===== src/rtl/ofdm_cp_remover_pkg.sv =====
// ofdm_cp_remover_pkg
// Shared definitions for the cyclic-prefix remover: settings-bus register
// offsets, power-on symbol geometry, the framing state type and a helper
// that maps a programmed FFT length onto the length actually used.
package ofdm_cp_remover_pkg;

   // Register offsets relative to the block's settings-bus base address
   localparam int unsigned SR_CP_LEN  = 0;
   localparam int unsigned SR_FFT_LEN = 1;

   // Power-on geometry matches 802.11a: 16-sample prefix, 64-point FFT
   localparam logic [15:0] DEFAULT_CP_LEN  = 16'd16;
   localparam logic [15:0] DEFAULT_FFT_LEN = 16'd64;

   // DROP discards prefix samples, PASS forwards the FFT body
   typedef enum logic {
      DROP = 1'b0,
      PASS = 1'b1
   } state_t;

   // A zero-length FFT body would never terminate a symbol, so it is
   // treated as a single-sample body instead.
   function automatic logic [15:0] effective_fft_len(input logic [15:0] len);
      return (len == 16'd0) ? 16'd1 : len;
   endfunction

endpackage


===== src/rtl/ofdm_cp_remover_if.sv =====
// ofdm_cp_remover_if
// AXI-Stream style sample channel used on both sides of the CP remover.
//   tdata  : WIDTH-bit sample, {I, Q} halves for complex data
//   tlast  : end of burst (upstream side) / end of symbol (downstream side)
//   tvalid : producer has a sample
//   tready : consumer accepts the sample this cycle
// master : the producing side, slave : the consuming side.
interface ofdm_cp_remover_if #(
   parameter int WIDTH = 32
) ();

   logic [WIDTH-1:0] tdata;
   logic             tlast;
   logic             tvalid;
   logic             tready;

   modport master (
      output tdata,
      output tlast,
      output tvalid,
      input  tready
   );

   modport slave (
      input  tdata,
      input  tlast,
      input  tvalid,
      output tready
   );

endinterface


===== src/rtl/ofdm_cp_remover.sv =====
// ofdm_cp_remover
// Removes the cyclic prefix from each OFDM symbol of a time-aligned sample
// stream and emits exactly fft_len samples per symbol, with tlast on the
// final sample of each symbol. Prefix and FFT lengths are programmable over
// the settings bus; new values are latched only at symbol boundaries so a
// single symbol is never split across two geometries.
//
// Ports
//   clk        : single clock
//   reset      : synchronous, active-high; clears state, output and settings
//   clear      : synchronous; clears state and output, keeps settings
//   set_stb    : settings write strobe
//   set_addr   : settings address (BASE+0 cp_len, BASE+1 fft_len)
//   set_data   : settings data, lengths in bits [15:0]
//   upstream   : sample input from the synchronizer (tlast = end of burst)
//   downstream : sample output toward the FFT (tlast = end of symbol)
//   truncated  : one-cycle pulse after a burst ended mid-symbol
module ofdm_cp_remover
   import ofdm_cp_remover_pkg::*;
#(
   parameter int BASE  = 0,
   parameter int WIDTH = 32
) (
   input  logic                   clk,
   input  logic                   reset,
   input  logic                   clear,
   input  logic                   set_stb,
   input  logic [7:0]             set_addr,
   input  logic [31:0]            set_data,
   ofdm_cp_remover_if.slave       upstream,
   ofdm_cp_remover_if.master      downstream,
   output logic                   truncated
);

   localparam logic [7:0] ADDR_CP_LEN  = 8'(BASE + SR_CP_LEN);
   localparam logic [7:0] ADDR_FFT_LEN = 8'(BASE + SR_FFT_LEN);

   // Shadow (bus-written) and active (in-use) geometry
   logic [15:0] shadow_cp_len;
   logic [15:0] shadow_fft_len;
   logic [15:0] cp_len;
   logic [15:0] fft_len;

   // Framing state
   state_t      state;
   state_t      state_next;
   state_t      reload_state;
   logic [15:0] cnt;
   logic [15:0] cnt_next;

   // Per-cycle decisions from the framing logic
   logic        ready;
   logic        beat;
   logic        cp_done;
   logic        fft_done;
   logic        reload;
   logic        forward;
   logic        end_of_symbol;
   logic        truncate;

   // Single output register stage
   logic [WIDTH-1:0] out_data;
   logic             out_last;
   logic             out_valid;

   // Only the low halfword of settings data carries a length
   logic unused_set_data;
   assign unused_set_data = ^set_data[31:16];

   // Settings bus writes land in the shadow registers only; the framing
   // logic picks them up at the next boundary.
   always_ff @(posedge clk) begin
      if (reset) begin
         shadow_cp_len  <= DEFAULT_CP_LEN;
         shadow_fft_len <= DEFAULT_FFT_LEN;
      end else if (set_stb) begin
         if (set_addr == ADDR_CP_LEN) begin
            shadow_cp_len <= set_data[15:0];
         end
         if (set_addr == ADDR_FFT_LEN) begin
            shadow_fft_len <= set_data[15:0];
         end
      end
   end

   // A zero-length prefix means a new symbol starts directly in PASS,
   // decided from the value being loaded rather than the stale active one.
   assign reload_state = (shadow_cp_len == 16'd0) ? PASS : DROP;

   // Prefix samples are always accepted so the CP drains at full rate even
   // while the FFT side stalls; body samples need room in the output stage.
   // Nothing is accepted during reset or clear because that beat would be
   // thrown away by the restart.
   assign ready = !reset && !clear &&
                  ((state == DROP) || !out_valid || downstream.tready);
   assign upstream.tready = ready;
   assign beat            = upstream.tvalid && ready;

   // Exact compares against length-1; cnt only ever counts up to them
   assign cp_done  = (cnt == (cp_len - 16'd1));
   assign fft_done = (cnt == (fft_len - 16'd1));

   // Framing state register and active geometry. The active lengths are
   // refreshed from the shadow copies on every symbol boundary as well as
   // on clear, so a write that coincides with a reload waits for the next.
   always_ff @(posedge clk) begin
      if (reset) begin
         state   <= DROP;
         cnt     <= '0;
         cp_len  <= DEFAULT_CP_LEN;
         fft_len <= DEFAULT_FFT_LEN;
      end else if (clear) begin
         state   <= reload_state;
         cnt     <= '0;
         cp_len  <= shadow_cp_len;
         fft_len <= effective_fft_len(shadow_fft_len);
      end else begin
         state <= state_next;
         cnt   <= cnt_next;
         if (reload) begin
            cp_len  <= shadow_cp_len;
            fft_len <= effective_fft_len(shadow_fft_len);
         end
      end
   end

   // Next-state logic. Any burst end or symbol end funnels through the
   // shared reload path, which restarts the count and picks DROP or PASS
   // from the geometry about to be loaded. A burst end before the symbol
   // is complete is flagged as a truncation; a burst that ends exactly on
   // the last body sample is a clean symbol end.
   always_comb begin
      state_next    = state;
      cnt_next      = cnt;
      reload        = 1'b0;
      forward       = 1'b0;
      end_of_symbol = 1'b0;
      truncate      = 1'b0;

      case (state)
         DROP: begin
            if (beat) begin
               if (upstream.tlast) begin
                  reload   = 1'b1;
                  truncate = 1'b1;
               end else if (cp_done) begin
                  state_next = PASS;
                  cnt_next   = '0;
               end else begin
                  cnt_next = cnt + 16'd1;
               end
            end
         end
         PASS: begin
            if (beat) begin
               forward       = 1'b1;
               end_of_symbol = fft_done || upstream.tlast;
               if (end_of_symbol) begin
                  reload   = 1'b1;
                  truncate = !fft_done;
               end else begin
                  cnt_next = cnt + 16'd1;
               end
            end
         end
         default: begin
            state_next = DROP;
         end
      endcase

      if (reload) begin
         state_next = reload_state;
         cnt_next   = '0;
      end
   end

   // Output stage: loads on a forwarded beat, empties once the consumer
   // takes it, and otherwise holds data and tlast steady under backpressure.
   // Reset and clear abandon whatever partial symbol was in flight.
   always_ff @(posedge clk) begin
      if (reset || clear) begin
         out_valid <= 1'b0;
         out_last  <= 1'b0;
         out_data  <= '0;
         truncated <= 1'b0;
      end else begin
         truncated <= truncate;
         if (forward) begin
            out_valid <= 1'b1;
            out_data  <= upstream.tdata;
            out_last  <= end_of_symbol;
         end else if (downstream.tready) begin
            out_valid <= 1'b0;
         end
      end
   end

   assign downstream.tdata  = out_data;
   assign downstream.tlast  = out_last;
   assign downstream.tvalid = out_valid;

endmodule

===== src/flat_wrapper.sv =====
// flat-port wrapper written by rule: the top's interface ports become plain ports
module ofdm_cp_remover_flat import ofdm_cp_remover_pkg::*;
#(
   parameter int BASE  = 0,
   parameter int WIDTH = 32
)
  (clk, reset, clear, set_stb, set_addr, set_data, truncated, upstream_tdata, upstream_tlast, upstream_tvalid, upstream_tready, downstream_tdata, downstream_tlast, downstream_tvalid, downstream_tready);
  ofdm_cp_remover_if #(.WIDTH(WIDTH)) upstream_i ();
  ofdm_cp_remover_if #(.WIDTH(WIDTH)) downstream_i ();
  input  logic clk;
  input  logic reset;
  input  logic clear;
  input  logic set_stb;
  input  logic [7:0] set_addr;
  input  logic [31:0] set_data;
  output logic truncated;
  input wire logic [$bits(upstream_i.tdata)-1:0] upstream_tdata;
  input wire logic [$bits(upstream_i.tlast)-1:0] upstream_tlast;
  input wire logic [$bits(upstream_i.tvalid)-1:0] upstream_tvalid;
  output wire logic [$bits(upstream_i.tready)-1:0] upstream_tready;
  output wire logic [$bits(downstream_i.tdata)-1:0] downstream_tdata;
  output wire logic [$bits(downstream_i.tlast)-1:0] downstream_tlast;
  output wire logic [$bits(downstream_i.tvalid)-1:0] downstream_tvalid;
  input wire logic [$bits(downstream_i.tready)-1:0] downstream_tready;
  assign upstream_i.tdata = upstream_tdata;
  assign upstream_i.tlast = upstream_tlast;
  assign upstream_i.tvalid = upstream_tvalid;
  assign upstream_tready = upstream_i.tready;
  assign downstream_tdata = downstream_i.tdata;
  assign downstream_tlast = downstream_i.tlast;
  assign downstream_tvalid = downstream_i.tvalid;
  assign downstream_i.tready = downstream_tready;
  ofdm_cp_remover #(.BASE(BASE), .WIDTH(WIDTH)) u_core (.clk(clk), .reset(reset), .clear(clear), .set_stb(set_stb), .set_addr(set_addr), .set_data(set_data), .upstream(upstream_i), .downstream(downstream_i), .truncated(truncated));
endmodule

===== config.mk =====
export PLATFORM = sky130hd
export DESIGN_NAME = ofdm_cp_remover_flat
export DESIGN_NICKNAME = d
export VERILOG_FILES = /design/src/rtl/ofdm_cp_remover_pkg.sv /design/src/rtl/ofdm_cp_remover_if.sv /design/src/rtl/ofdm_cp_remover.sv /design/src/flat_wrapper.sv
export SDC_FILE = /design/constraint.sdc
export NUM_CORES = 1
export LEC_CHECK = 0
export BUFFER_PORTS_ARGS = -buffer_cell sky130_fd_sc_hd__buf_4
export CORE_ASPECT_RATIO = 1.4
export CORE_MARGIN = 8
export CORE_UTILIZATION = 34
export DETAILED_ROUTE_END_ITERATION = 12
export GPL_TIMING_DRIVEN = 1
export PLACE_DENSITY_LB_ADDON = 0.2
export SETUP_SLACK_MARGIN = 0.2
export SLEW_MARGIN = 30
export SYNTH_ARGS = -nofsm -noshare
export SYNTH_HDL_FRONTEND = slang
export SYNTH_SLANG_ARGS = --single-unit

===== constraint.sdc =====
create_clock -name clk -period 5.39 [get_ports clk]
set_clock_uncertainty 0.15 [all_clocks]
set_input_delay 1.078 -clock clk [delete_from_list [all_inputs] [get_ports clk]]
set_output_delay 1.078 -clock clk [all_outputs]
set_load 0.05 [all_outputs]

==> reports/metrics.cfg <==
[synth]
synthFlopType=dfxtp_1
syn_avg_cell_area_um2=8.61
async_reset_ff_frac=0
yosysUniqueCellTypes=53
ys_warn_count=0
synthTopCellsByArea=dfxtp_1, mux2i_1, nor2_1, nand2_1, xnor2_1
syn-cell-area_mm2=0.00541
syn_inst=628
yosys.area.top_type=dfxtp_1
synth_edf_count=0
ys_seq_elements=116
ys_seq_area_frac=0.430
synthesis.nets=710
yosys.area.top_type_share=0.430

[power]
ir_drop_v=0.000206
p_total_mw=2.15
p_per_area_mw_per_mm2=311
p_leak_nw=2.81

[worst_setup_path]
timing.critical_path.mode_cell=buf_4
crit_buf_inv=2
crit_type=input port to output pin
critPathMaxStageDelay_ns=0.54
path_delay_family=simple AND/OR/NAND/NOR gates
crit_fanout=35
worstPathRequired_ns=4.16
r2r_slack_ns=1.78
r2r_start=u_core.fft_len[0]$_SDFFE_PP0P_
crit_slowest_cell=or2_2
cp.arrival_ns=2.41
crit_chain=buf_4 > or2_2 > a31oi_1 > buf_4
cp.depth=4
worstSetupStartpointType=input port
startpoint=clear
endpoint_kind=output pin
reg2reg_depth=9

[routing]
wire_per_inst_um=16.0
drc=0
wl_mm=14.7
postRouteAntennaNets=0
drtIter0Drc=196
via_count=4641
viasPerCell=5.06
dr.pass1.iters=4

[layout]
fin_area_mm2=0.00690
drive_gt1_frac=0.199
diodes=0
synthToLayoutAreaGrowth_pct=27.7
multi_input_area_mm2=0.00289
fin_cells=918
regArea_mm2=0.00232
fillers=1532
nets=791

[global_routing]
grt_busiest_layer=met2
antenna_found_initial=0
grt_util_met2=0.251
grt_usage=0.146
grt_start_max_net_pins=70
grt_overflow=0
grt_pass1_vias=4544
grt_pass1_wl_mm=23.4
use_met1=0.166
grt_util_met3=0.0391

[die]
core-area_mm2=0.0156
rows=54
die_area_mm2=0.0203
io_pins=115
dieWidth_um=123
die_h_um=165
start_util=0.346

[timing]
finalHoldViolations=0
worstMarginPinSlew_ns=0.716
max_freq_mhz=275
rsz0062_at_grt=no
min_period_ns=3.64
setup_tns_ns=0
maxSlewHeadroom=0.523
post-route-period-util=0.675
setup_viol=0
slew_violations=0

[place]
placed_area_mm2=0.00627
hpwl_mm=11.1
numPortBuffers=98
gp_congestion=0.843
dp.cells=886

[clocking]
clock_sinks=116
post_cts_buffers=0
cts_made_buffers=17
clk_pin_slew_ns=0.05
insertion_delay_ns=0.42
cts_max_level=4
cts_tree=done
post_cts_resized=0
cts_buffer_depth=2
clockRootBuffer=clkbuf_16
cts_hold_buf=0

[min_path]
worstHoldStart=u_core.downstream.tdata[13]$_SDFFE_PP0P_
hp-class=flop to flop
holdPathStages=2

[run]
maxCapViolCount=0

[run_status]
status=complete, no violations

-- tightest hold or removal path: cells and delay by family (launching register included) --
kind,cells,cell delay (ns)
AO/OA/AOI/OAI,1,0.05
flip-flops,1,0.31
AND/OR/NAND/NOR,1,0.05
-- final timing paths --
kind | endpoint
setup / recovery | upstream_tready
hold / removal | u_core.downstream.tdata[13]$_SDFFE_PP0P_
setup reg to reg | u_core.cnt[3]$_SDFFE_PP0P_
hold reg to reg | u_core.downstream.tdata[13]$_SDFFE_PP0P_
-- report_power, final --
group	internal (mW)	switching, mW
registers	0.859	0.00165
logic	0.0459	0.0421
clock network	0.779	0.421
total	1.68	0.465
-- cells in the final DEF, fill, tap and decap left out, types with 4 or more instances in the layout --
| cell type | Yosys | layout |
|---|---|---|
| or3_1 | 4 | 4 |
| o21ai_0 | 5 | 5 |
| buf_4 | 5 | 100 |
| nor2b_1 | 4 | 4 |
| and3_1 | 7 | 7 |
| nor3_1 | 18 | 18 |
| clkbuf_16 | 0 | 17 |
| nor4_1 | 12 | 12 |
| nand4_1 | 15 | 15 |
| a21oi_1 | 40 | 40 |
| nand2_1 | 83 | 82 |
| nor2_1 | 91 | 90 |
| inv_1 | 9 | 9 |
| a211o_1 | 4 | 4 |
| mux2i_1 | 61 | 61 |
| clkinv_4 | 0 | 4 |
| bufinv_16 | 0 | 4 |
| xor2_1 | 29 | 29 |
| dfxtp_1 | 116 | 116 |
| nand3_1 | 11 | 10 |
| xnor2_1 | 32 | 32 |
-- Yosys cell counts, types with 4 or more instances --
master / instances
a211o_1: 4
a21oi_1: 40
and3_1: 7
buf_4: 5
clkbuf_1: 30
dfxtp_1: 116
inv_1: 9
mux2i_1: 61
nand2_1: 83
nand3_1: 11
nand4_1: 15
nor2_1: 91
nor2b_1: 4
nor3_1: 18
nor4_1: 12
o21ai_0: 5
or3_1: 4
xnor2_1: 32
xor2_1: 29
-- logic make-up (layout without fill, tap and decap cells) --
kind of cell | Yosys count | after routing | synth area share
flip-flops | 116 | 116 | 0.430
adder cells (fa/ha/maj) | 3 | 3 | 0.00694
XOR/XNOR | 61 | 61 | 0.0988
multiplexers | 61 | 61 | 0.113
AND/OR/NAND/NOR | 268 | 268 | 0.231
buffers and inverters | 48 | 142 | 0.0386
AO/OA/AOI/OAI | 71 | 71 | 0.0817
-- per-stage QoR --
step | hold WS, ns | util | worst slack (ns)
2_1_floorplan | 0.311 | - | 1.30
3_3_place_gp | 0.292 | 0.399 | 1.31
3_5_place_dp | 0.298 | 0.402 | 1.55
4_1_cts | 0.306 | 0.442 | 1.74
5_1_grt | 0.321 | 0.442 | 1.48
6_report | 0.304 | 0.442 | 1.75
-- registers in the layout, indices dropped and copies added (netlist names) --
signal and cells:
u_core.downstream.tlast 1, u_core.fft_len 16, u_core.shadow_fft_len 16, u_core.downstream.tvalid 1, u_core.cnt 16, u_core.truncated 1
u_core.shadow_cp_len 16, u_core.cp_len 16, u_core.downstream.tdata 32, u_core.state 1
-- layout make-up --
| class | count | area share |
|---|---|---|
| Sequential cell | 116 | 0.336 |
| Inverter | 9 | 0.00489 |
| Multi-Input combinational cell | 464 | 0.419 |
| Clock buffer | 18 | 0.0622 |
| Timing Repair Buffer | 101 | 0.113 |
| Tap cell | 196 | 0.0355 |
| Clock inverter | 14 | 0.0292 |
-- per-layer routing --
layer	vias to the layer above	part of all wire
met3	19	0.065
met2	124	0.49
met4	0	0.019
li1	2325	-
met1	2173	0.42
met5	-	0
Note: power is estimated with default switching activity, not from simulation.
